`src/rtl/rs_gf_pkg.sv`:
```
// Shared GF(2^M) helpers and types for the RS decoder Chien search.
// Contents:
//   GF_M, GF_PRIM_POLY   default field width and generator polynomial
//   gf_mul(a, b)         polynomial-basis multiply; shift-and-reduce over GF(2^m)
//   gf_alpha_pow(e)      alpha^e, meant for elaboration-time constants
//   gf_short_j0(m, n)    first scanned exponent of a shortened code, 2^m - n
//   chien_state_t        Chien search FSM states
// The helpers take the field width and polynomial as defaulted arguments so that
// a non-default M can reuse them. Width is capped at GF_MAX_M bits.
package rs_gf_pkg;

  localparam int unsigned GF_M         = 8;
  localparam logic [8:0]  GF_PRIM_POLY = 9'h11D;
  localparam int unsigned GF_MAX_M     = 16;

  localparam logic [GF_MAX_M:0] GfPolyDefault = (GF_MAX_M + 1)'(GF_PRIM_POLY);

  typedef enum logic [1:0] {
    IDLE,
    SCAN,
    FIN
  } chien_state_t;

  // MSB-first multiply. With one operand constant this folds into an XOR network.
  function automatic logic [GF_MAX_M-1:0] gf_mul(
      input logic [GF_MAX_M-1:0] a,
      input logic [GF_MAX_M-1:0] b,
      input int unsigned         m    = GF_M,
      input logic [GF_MAX_M:0]   poly = GfPolyDefault);
    logic [GF_MAX_M:0] acc;
    acc = '0;
    for (int i = GF_MAX_M - 1; i >= 0; i--) begin
      if (i < int'(m)) begin
        acc = acc << 1;
        if (acc[m]) acc = acc ^ poly;
        if (b[i]) acc = acc ^ {1'b0, a};
      end
    end
    return acc[GF_MAX_M-1:0];
  endfunction

  function automatic logic [GF_MAX_M-1:0] gf_alpha_pow(
      input int unsigned       e,
      input int unsigned       m    = GF_M,
      input logic [GF_MAX_M:0] poly = GfPolyDefault);
    logic [GF_MAX_M:0] acc;
    int unsigned       n;
    n      = e % ((32'd1 << m) - 32'd1);
    acc    = '0;
    acc[0] = 1'b1;
    for (int unsigned i = 0; i < n; i++) begin
      acc = acc << 1;
      if (acc[m]) acc = acc ^ poly;
    end
    return acc[GF_MAX_M-1:0];
  endfunction

  // Position L of a shortened code is located at x = alpha^(j0 + (n-1-L)).
  function automatic int unsigned gf_short_j0(input int unsigned m, input int unsigned n_code);
    return (32'd1 << m) - n_code;
  endfunction

endpackage

```
`src/rtl/chien_cell.sv`:
```
// One Chien search term register: holds sigma_K * alpha^(K*j) for the current
// evaluation exponent j.
// Ports:
//   clk_i     clock
//   reset_ni  synchronous, active-low reset (clears the register)
//   load_i    load sigma_i * alpha^INIT_EXP
//   step_i    advance: register * alpha^K
//   sigma_i   locator coefficient sigma_K
//   term_o    current term value
module chien_cell
  import rs_gf_pkg::*;
#(
  parameter int unsigned M         = GF_M,
  parameter int unsigned K         = 1,
  parameter int unsigned INIT_EXP  = 0,
  parameter logic [M:0]  PRIM_POLY = (M + 1)'(GF_PRIM_POLY)
) (
  input  logic         clk_i,
  input  logic         reset_ni,
  input  logic         load_i,
  input  logic         step_i,
  input  logic [M-1:0] sigma_i,
  output logic [M-1:0] term_o
);

  localparam logic [GF_MAX_M:0]   PolyExt   = (GF_MAX_M + 1)'(PRIM_POLY);
  localparam logic [GF_MAX_M-1:0] LoadConst = gf_alpha_pow(INIT_EXP, M, PolyExt);
  localparam logic [GF_MAX_M-1:0] StepConst = gf_alpha_pow(K, M, PolyExt);

  logic [M-1:0] cell_d, cell_q;

  always_comb begin
    cell_d = cell_q;
    if (load_i) begin
      cell_d = M'(gf_mul(GF_MAX_M'(sigma_i), LoadConst, M, PolyExt));
    end else if (step_i) begin
      cell_d = M'(gf_mul(GF_MAX_M'(cell_q), StepConst, M, PolyExt));
    end
  end

  always_ff @(posedge clk_i) begin
    if (!reset_ni) begin
      cell_q <= '0;
    end else begin
      cell_q <= cell_d;
    end
  end

  assign term_o = cell_q;

endmodule

```
`src/rtl/rs_chien_search.sv`:
```
// Chien search for the RS decoder error-location stage (default DVB-T RS(204,188), t=8).
// Scans only the N_CODE positions of the shortened code, highest position first.
// Ports:
//   Clk, Reset   clock; synchronous active-low reset
//   Start        load Sigma/Degree; accepted only in IDLE
//   Sigma        sigma_k at [k*M-1 -: M], k=1..T (sigma_0 = 1 implied)
//   Degree       locator degree from Berlekamp-Massey
//   Busy         high while scanning
//   Done         one-cycle pulse, results valid
//   Locations    slot s at [(s+1)*M-1 -: M], positions in descending order
//   LocValid     bit s set when slot s holds a root
//   NumRoots     roots found
//   Fail         NumRoots != Degree, Degree > T, or more than T roots
// Optional build macro CHIEN_ROOT_STREAM_EN adds ErrStrobe/ErrPos/ErrHit, a per-position
// combinational stream of root flags for a pipelined Forney unit.
module rs_chien_search
  import rs_gf_pkg::*;
#(
  parameter int unsigned M         = GF_M,
  parameter int unsigned T         = 8,
  parameter int unsigned N_CODE    = 204,
  parameter logic [M:0]  PRIM_POLY = (M + 1)'(GF_PRIM_POLY),
  localparam int unsigned DW       = $clog2(T + 1)
) (
  input  logic           Clk,
  input  logic           Reset,
  input  logic           Start,
  input  logic [T*M-1:0] Sigma,
  input  logic [DW-1:0]  Degree,
  output logic           Busy,
  output logic           Done,
  output logic [T*M-1:0] Locations,
  output logic [T-1:0]   LocValid,
  output logic [DW-1:0]  NumRoots,
  output logic           Fail
`ifdef CHIEN_ROOT_STREAM_EN
  ,
  output logic           ErrStrobe,
  output logic [M-1:0]   ErrPos,
  output logic           ErrHit
`endif
);

  localparam int unsigned J0     = gf_short_j0(M, N_CODE);
  localparam int unsigned FieldN = (32'd1 << M) - 32'd1;

  chien_state_t   state_d, state_q;
  logic [M-1:0]   pos_d, pos_q;          // position L under evaluation
  logic [DW-1:0]  degree_d, degree_q;
  logic [T*M-1:0] locations_d, locations_q;
  logic [T-1:0]   loc_valid_d, loc_valid_q;
  logic [DW-1:0]  num_roots_d, num_roots_q;
  logic           overflow_d, overflow_q;
  logic           fail_d, fail_q;
  logic           done_d, done_q;

  logic           cell_load, cell_step;
  logic [M-1:0]   term [T];
  logic [M-1:0]   eval_sum;
  logic           is_root;

  for (genvar k = 0; k < T; k++) begin : g_cell
    chien_cell #(
      .M        (M),
      .K        (k + 1),
      .INIT_EXP (((k + 1) * J0) % FieldN),
      .PRIM_POLY(PRIM_POLY)
    ) u_cell (
      .clk_i   (Clk),
      .reset_ni(Reset),
      .load_i  (cell_load),
      .step_i  (cell_step),
      .sigma_i (Sigma[k*M +: M]),
      .term_o  (term[k])
    );
  end

  // sigma(x) = 1 + sum of cell terms; a zero sum marks a root.
  always_comb begin
    eval_sum = M'(1);
    for (int k = 0; k < T; k++) begin
      eval_sum = eval_sum ^ term[k];
    end
    is_root = (state_q == SCAN) && (eval_sum == '0);
  end

  always_comb begin
    state_d     = state_q;
    pos_d       = pos_q;
    degree_d    = degree_q;
    locations_d = locations_q;
    loc_valid_d = loc_valid_q;
    num_roots_d = num_roots_q;
    overflow_d  = overflow_q;
    fail_d      = fail_q;
    done_d      = 1'b0;
    cell_load   = 1'b0;
    cell_step   = 1'b0;

    case (state_q)
      IDLE: begin
        if (Start) begin
          state_d     = SCAN;
          cell_load   = 1'b1;
          pos_d       = M'(N_CODE - 1);
          degree_d    = Degree;
          locations_d = '0;
          loc_valid_d = '0;
          num_roots_d = '0;
          overflow_d  = 1'b0;
          fail_d      = 1'b0;
        end
      end
      SCAN: begin
        cell_step = 1'b1;
        if (is_root) begin
          if (num_roots_q == DW'(T)) begin
            overflow_d = 1'b1;
          end else begin
            for (int s = 0; s < T; s++) begin
              if (DW'(s) == num_roots_q) begin
                locations_d[s*M +: M] = pos_q;
                loc_valid_d[s]        = 1'b1;
              end
            end
            num_roots_d = num_roots_q + DW'(1);
          end
        end
        if (pos_q == '0) begin
          state_d = FIN;
          done_d  = 1'b1;
          // Uses the _d values so a root on the final position is included.
          fail_d  = overflow_d || (num_roots_d != degree_q) || (degree_q > DW'(T));
        end else begin
          pos_d = pos_q - M'(1);
        end
      end
      FIN: begin
        state_d = IDLE;
      end
      default: begin
        state_d = IDLE;
      end
    endcase
  end

  always_ff @(posedge Clk) begin
    if (!Reset) begin
      state_q     <= IDLE;
      pos_q       <= '0;
      degree_q    <= '0;
      locations_q <= '0;
      loc_valid_q <= '0;
      num_roots_q <= '0;
      overflow_q  <= 1'b0;
      fail_q      <= 1'b0;
      done_q      <= 1'b0;
    end else begin
      state_q     <= state_d;
      pos_q       <= pos_d;
      degree_q    <= degree_d;
      locations_q <= locations_d;
      loc_valid_q <= loc_valid_d;
      num_roots_q <= num_roots_d;
      overflow_q  <= overflow_d;
      fail_q      <= fail_d;
      done_q      <= done_d;
    end
  end

  assign Busy      = (state_q == SCAN);
  assign Done      = done_q;
  assign Locations = locations_q;
  assign LocValid  = loc_valid_q;
  assign NumRoots  = num_roots_q;
  assign Fail      = fail_q;

`ifdef CHIEN_ROOT_STREAM_EN
  // Gated by Reset so the stream is silent during the reset cycle itself.
  always_comb begin
    ErrStrobe = Reset && (state_q == SCAN);
    ErrPos    = ErrStrobe ? pos_q : '0;
    ErrHit    = Reset && is_root;
  end
`endif

endmodule

```
`config.mk`:
```
export PLATFORM = sky130hd
export DESIGN_NAME = rs_chien_search
export DESIGN_NICKNAME = d
export VERILOG_FILES = /design/src/rtl/rs_gf_pkg.sv /design/src/rtl/chien_cell.sv /design/src/rtl/rs_chien_search.sv
export SDC_FILE = /design/constraint.sdc
export NUM_CORES = 1
export LEC_CHECK = 0
export ABC_AREA = 0
export CAP_MARGIN = 20
export CORE_MARGIN = 4
export CORE_UTILIZATION = 58
export DETAILED_ROUTE_END_ITERATION = 10
export PLACE_DENSITY = 0.92
export SYNTH_ARGS = -nofsm -noshare
export SYNTH_HDL_FRONTEND = slang
export SYNTH_SLANG_ARGS = --single-unit
export TNS_END_PERCENT = 50
```
`constraint.sdc`:
```
create_clock -name Clk -period 3.4 [get_ports Clk]
set_input_delay 1.02 -clock Clk [delete_from_list [all_inputs] [get_ports Clk]]
set_output_delay 1.02 -clock Clk [all_outputs]
set_load 0.01 [all_outputs]
```
==> flow_metrics.tcl, run 1 <==
set metrics [dict create \
    area_growth_pct 22.8 \
    post_cts_buffers 0 \
    fp.coreArea_um2 15100 \
    drc_errors 0 \
    max_freq_ghz 0.339 \
    port_buffers 149 \
    slew_headroom_pct 40.0 \
    cts_hold_buf 0 \
    rsz0062_at_grt "no" \
    hold-worst-slack_ns 0.453 \
    synth_ff_type "dfxtp_1" \
    synthDistinctLibCells 57 \
    hold_depth 2 \
    async_flop_share_pct 0 \
    crit_required_ns 3.69 \
    rr_worst_depth 8 \
    num_rows 45 \
    start_util_pct 59.0 \
    cp.arrival_ns 3.24 \
    dr.pass1.iters 4 \
    dieArea_um2 17500 \
    drt_wl_total_um 22100 \
    viasPerCell 5.73 \
    powerDensity_nw_per_um2 562 \
    startpoint_type "register" \
    path_depth 8 \
    cts_buffer_depth 2 \
    vias 7489 \
    period_minus_slack_ns 2.95 \
    gp_congestion 0.914 \
    track_usage_pct 25.0 \
    critPathBufInv 0 \
    first_global_vias 7322 \
    dr.first_iter.drc_count 476 \
    die_y_um 132 \
    slowest_delay_ns 0.53 \
    final_util_pct 72.5 \
    final_layout_size_suffix_gt1_share_pct 5.90 \
    setup_viol 0 \
    cts_tree "yes" \
    ys_ff_latch 157 \
    dp_slack_ns 0.268 \
    cts_buffers 17 \
    syn_nets 1079 \
    grt_antenna_before_repair 0 \
    drv_cap 0 \
    setup_ws_ns 0.448 \
    skew_ns 0.00890 \
    yosysSeqAreaShare_pct 35.2 \
    path_cells "xnor2_1 > xnor2_1 > xnor2_1 > nand4_2 > o31ai_4 > nand2b_4 > a21oi_2 > o32ai_1" \
    routedWlPerCell_um 16.9 \
    cts-root-buf "clkbuf_16" \
    outcome "completed" \
    cts_resized 0 \
    grt_pass1_wl_um 36000 \
    die_w_um 132 \
    yosysWarnings 0 \
    htree_levels 4 \
    hp-class "register to register" \
    cts_sinks 157 \
    met3_length_um 1530 \
    leakage_nw 3.85 \
    cp_common_cell "xnor2_1" \
    critical_path.top_delay_family "compound AO/OA/AOI/OAI gates" \
    postSynthCellCount 1002 \
    slew_violations 0 \
    synth-edff-count 0 \
    top_layer "met4" \
    power_mw 6.17 \
    syn_area_um2 8940 \
    fin_nets 1183 \
    finalHoldViolations 0 \
    drt.antenna.violating_nets 0 \
    grt_max_degree 97 \
    dr_wl_met2_um 11100 \
    totalNegativeSetupSlack_ns 0 \
    clock_latency_ns 0.43 \
    fin_crit_sh_pct 86.8 \
    antenna-diode-count 0 \
    peakVddDrop_uv 425 \
    syn_avg_cell_area_um2 8.92 \
    dp_hpwl_um 15600 \
    tightest_slew_ns 0.897 \
    critPathMaxFanout 31 \
    globalRouteOverflowTotal 0 \
    crit_path_end_kind "register" \
    critPathSlowestCell "o31ai_4" \
    critPathKind "register to register" \
    clk_pin_slew_ns 0.06 \
    wl_met1_um 8790 \
    ios 150 \
]
-- worst register-to-register path, delay by kind of cell (launching register included) --
kind             cells  cell delay, ns
AO/OA/AOI/OAI        3            1.12
XOR/XNOR             3            0.66
flip-flops           1            0.49
AND/OR/NAND/NOR      2            0.55
-- final timing paths --
check	slack, ns	endpoint	startpoint
setup reg to reg	0.45	Locations[42]$_SDFFE_PN0P_	g_cell[7].u_cell.term_o[3]$_SDFFE_PN0P_
setup / recovery	0.45	Locations[42]$_SDFFE_PN0P_	g_cell[7].u_cell.term_o[3]$_SDFFE_PN0P_
hold / removal	0.45	LocValid[3]$_SDFFE_PN0P_	LocValid[3]$_SDFFE_PN0P_
hold reg to reg	0.45	LocValid[3]$_SDFFE_PN0P_	LocValid[3]$_SDFFE_PN0P_
-- placed cells by master, fill, tap and decap left out, types with 18 or more instances in the layout --
cell type	synthesis	layout
xnor2_1	202	202
dfxtp_1	157	157
clkdlybuf4s50_1	0	148
nand2_1	116	116
xor2_1	63	63
nor2_1	49	48
o21ai_0	45	45
nand3_1	36	36
a21oi_1	27	27
o32ai_1	24	24
nor2b_1	19	19
and2_1	18	18
-- per-layer routing --
| metal | global-route usage, % | up-vias |
|---|---|---|
| met3 | 6.07 | 51 |
| met4 | 10.4 | 0 |
| li1 | - | 3614 |
| met1 | 28.5 | 3511 |
| met5 | 0 | - |
| met2 | 44.6 | 313 |
-- synthesized netlist by cell type, types with 18 or more instances --
master | n | share of area (%)
xnor2_1 | 202 | 20
dfxtp_1 | 157 | 35
nand2_1 | 116 | 4.9
xor2_1 | 63 | 6.2
nor2_1 | 49 | 2.1
o21ai_0 | 45 | 2.5
clkbuf_1 | 43 | 1.8
nand3_1 | 36 | 2.0
a21oi_1 | 27 | 1.5
o32ai_1 | 24 | 2.4
nor2b_1 | 19 | 1.3
and2_1 | 18 | 1.3
-- report_power, final --
group	internal, mW	switching (mW)	total, mW
clock network	1.17	0.804	1.97
registers	2.00	0.261	2.26
logic	0.969	0.979	1.95
-- cell type report --
type / count / area [um^2]
multi-input combinational: 758 / 5370
fill: 1047 / 4170
sequential: 157 / 3140
timing repair buffer: 160 / 1570
clock buffer: 17 / 425
tap: 188 / 235
clock inverter: 15 / 185
inverter: 12 / 45.0
-- cells by family (layout without fill, tap and decap cells) --
| kind of cell | Yosys count | in the layout | share of synthesized area (%) |
|---|---|---|---|
| adders and majority gates | 6 | 6 | 0.840 |
| buffers and inverters | 87 | 204 | 4.80 |
| and+or+nand+nor | 278 | 278 | 15.1 |
| xor gates and xnor gates | 271 | 271 | 27.1 |
| muxes | 18 | 18 | 2.03 |
| DFF | 157 | 157 | 35.2 |
| AOI/OAI and AO/OA | 185 | 185 | 14.9 |
-- per-stage QoR --
| step | instance area [um^2] | instances |
|---|---|---|
| floorplan | 8940 | 1002 |
| global placement | 10400 | 1275 |
| detailed placement | 10400 | 1275 |
| CTS | 11000 | 1307 |
| global route | 11000 | 1307 |
| finish | 11000 | 1307 |
-- state kept, by name (all words and copies together) (netlist names) --
| name | count |
|---|---|
| Locations | 64 |
| degree_q | 4 |
| pos_q | 8 |
| NumRoots | 4 |
| Fail | 1 |
| LocValid | 8 |
| g_cell.u_cell.term_o | 64 |
| overflow_q | 1 |
| state_q | 2 |
| Done | 1 |
(Power assumes the default switching activity.)
==> inputs of run 2 (changes only) <==
--- a/config.mk
+++ b/config.mk
@@ -8,9 +8,10 @@
 export ABC_AREA = 0
 export CAP_MARGIN = 20
 export CORE_MARGIN = 4
-export CORE_UTILIZATION = 58
+export CORE_UTILIZATION = 60
+export CTS_BUF_LIST = sky130_fd_sc_hd__clkbuf_4 sky130_fd_sc_hd__clkbuf_8
 export DETAILED_ROUTE_END_ITERATION = 10
-export PLACE_DENSITY = 0.92
+export PLACE_DENSITY = 0.95
 export SYNTH_ARGS = -nofsm -noshare
 export SYNTH_HDL_FRONTEND = slang
 export SYNTH_SLANG_ARGS = --single-unit
==> flow_metrics.tcl, run 2 (synthesized netlist as in run 1, its figures left out) <==
set metrics [dict create \
    outcome "completed" \
    setup_viol 0 \
    power_frac_comb_pct 34.8 \
    grt_pass1_wl_um 35200 \
    final_layout_size_suffix_gt1_share_pct 6.07 \
    peakVddDrop_uv 266 \
    leakage_nw 3.78 \
    skew_ns 0.0108 \
    area_growth_pct 20.5 \
    r2r-end "Locations[44]$_SDFFE_PN0P_" \
    drt_wl_total_um 22000 \
    regArea_um2 3140 \
    totalNegativeSetupSlack_ns 0 \
    hp-class "register to register" \
    power_frac_clock_pct 25.1 \
    final_common_cell "xnor2_1" \
    endpoint "Busy" \
    p_int_mw 3.68 \
    stdcell_area_um2 10800 \
    viasPerCell 5.81 \
    startpoint_type "register" \
    critPathLaunch "state_q[1]$_SDFFE_PN0P_" \
    dr.first_iter.drc_count 570 \
    pwr-share-seq_pct 40.1 \
    placed_cells 1273 \
    critPathMaxFanout 24 \
    htree_levels 4 \
    clock_latency_ns 0.46 \
    post_cts_buffers 0 \
    switchingPower_mw 1.94 \
    tightest_slew_ns 0.705 \
    grt_antenna_before_repair 0 \
    fp.coreArea_um2 14600 \
    fin_crit_sh_pct 91.0 \
    crit_required_ns 2.38 \
    rsz0062_at_grt "no" \
    powerDensity_nw_per_um2 521 \
    grt.met3_usage_pct 4.63 \
    grtUsageMet1_pct 31.4 \
    grt_use_met2_pct 45.7 \
    finalHoldViolations 0 \
    dieArea_um2 16900 \
    cts-root-buf "clkbuf_8" \
    max_freq_ghz 0.323 \
    cts_sinks 157 \
    die_w_um 130 \
    layout.cells.non_filler 1305 \
    vias 7586 \
    cts_resized 0 \
    multiInputGateArea_um2 5370 \
    switching_share_pct 34.5 \
    drc_errors 0 \
    placed_area_um2 10400 \
    hold-worst-slack_ns 0.453 \
    r2r_start "g_cell[2].u_cell.term_o[0]$_SDFFE_PN0P_" \
    routedWlPerCell_um 16.9 \
    cts_hold_buf 0 \
    grt_max_degree 53 \
    antenna-diode-count 0 \
    dp_hpwl_um 15900 \
    track_usage_pct 26.0 \
    busiest_layer "met2" \
    slew_headroom_pct 52.8 \
    first_global_vias 7272 \
    r2r_slack_ns 0.54 \
    layout_common_cells "xnor2_1, dfxtp_1, clkdlybuf4s50_1" \
    start_util_pct 61.3 \
    drv_cap 0 \
    drt.antenna.violating_nets 0 \
    cts_tree "yes" \
    period_minus_slack_ns 3.09 \
    cts_buffers 17 \
    clk_pin_slew_ns 0.08 \
    crit_path_end_kind "output pin" \
    critPathKind "register to output pin" \
    globalRouteOverflowTotal 0 \
    dr.pass1.iters 5 \
    cts_buffer_depth 2 \
    fin_nets 1185 \
    die_y_um 130 \
    num_rows 44 \
    cp.arrival_ns 2.07 \
    fillers 1023 \
    slew_violations 0 \
    port_buffers 149 \
    gp_congestion 0.912 \
    ios 150 \
    rr_worst_depth 8 \
    final_util_pct 73.9 \
]
run 2: cell types whose count changed in the layout (fill, tap and decap cells not counted), sizes merged:
| cell | delta |
|---|---|
| buf | +2 |
| inv | -6 |
| clkbuf | +5 |
| clkinvlp | -2 |
| bufinv | -1 |
| clkinv | +4 |
run 2: cell type report:
type | instances | area share [%]
Tap cell | 184 | 2.14
Timing Repair Buffer | 162 | 14.7
Multi-Input combinational cell | 758 | 49.9
Sequential cell | 157 | 29.2
Clock buffer | 22 | 2.64
Clock inverter | 10 | 1.07
Inverter | 12 | 0.418
run 2: stage by stage:
stage               total power [mW]  setup WS, ns
floorplan                       3.81         0.825
global placement                4.14         0.481
detailed placement              4.21         0.437
CTS                             5.62         0.307
global route                    5.91         0.217
finish                          5.62         0.306
run 2: power by group through the flow:
stage	Combinational [mW]	Sequential [mW]	Clock (mW)
floorplan	1.66	2.15	0
global placement	1.86	2.28	0
detailed placement	1.93	2.29	0
CTS	1.95	2.24	1.42
global route	2.13	2.27	1.51
finish	1.95	2.25	1.41
run 2: worst max-delay path, cell delays in order, from the launching register on:
cell and delay, ns:
dfxtp_1 0.53, nand2b_1 0.19, buf_4 0.29, inv_2 0.10
clkdlybuf4s50_1 0.50
run 2: worst min path at each step:
stage                                           from                         end  slack, ns  cells past startpoint
final                       LocValid[2]$_SDFFE_PN0P_    LocValid[2]$_SDFFE_PN0P_       0.45                      2
after CTS                   LocValid[2]$_SDFFE_PN0P_    LocValid[2]$_SDFFE_PN0P_       0.46                      2
after global routing      Locations[59]$_SDFFE_PN0P_  Locations[59]$_SDFFE_PN0P_       0.48                      2
after floorplan             degree_q[1]$_SDFFE_PN0P_    degree_q[1]$_SDFFE_PN0P_       0.44                      2
after global placement      LocValid[2]$_SDFFE_PN0P_    LocValid[2]$_SDFFE_PN0P_       0.44                      2
after detailed placement    LocValid[2]$_SDFFE_PN0P_    LocValid[2]$_SDFFE_PN0P_       0.45                      2
run 2: per-layer routing:
metal | wire length, um | share of wire, %
met1 | 8800 | 40
met2 | 11000 | 50
met3 | 1630 | 7.4
met4 | 600 | 2.7
met5 | 0 | 0
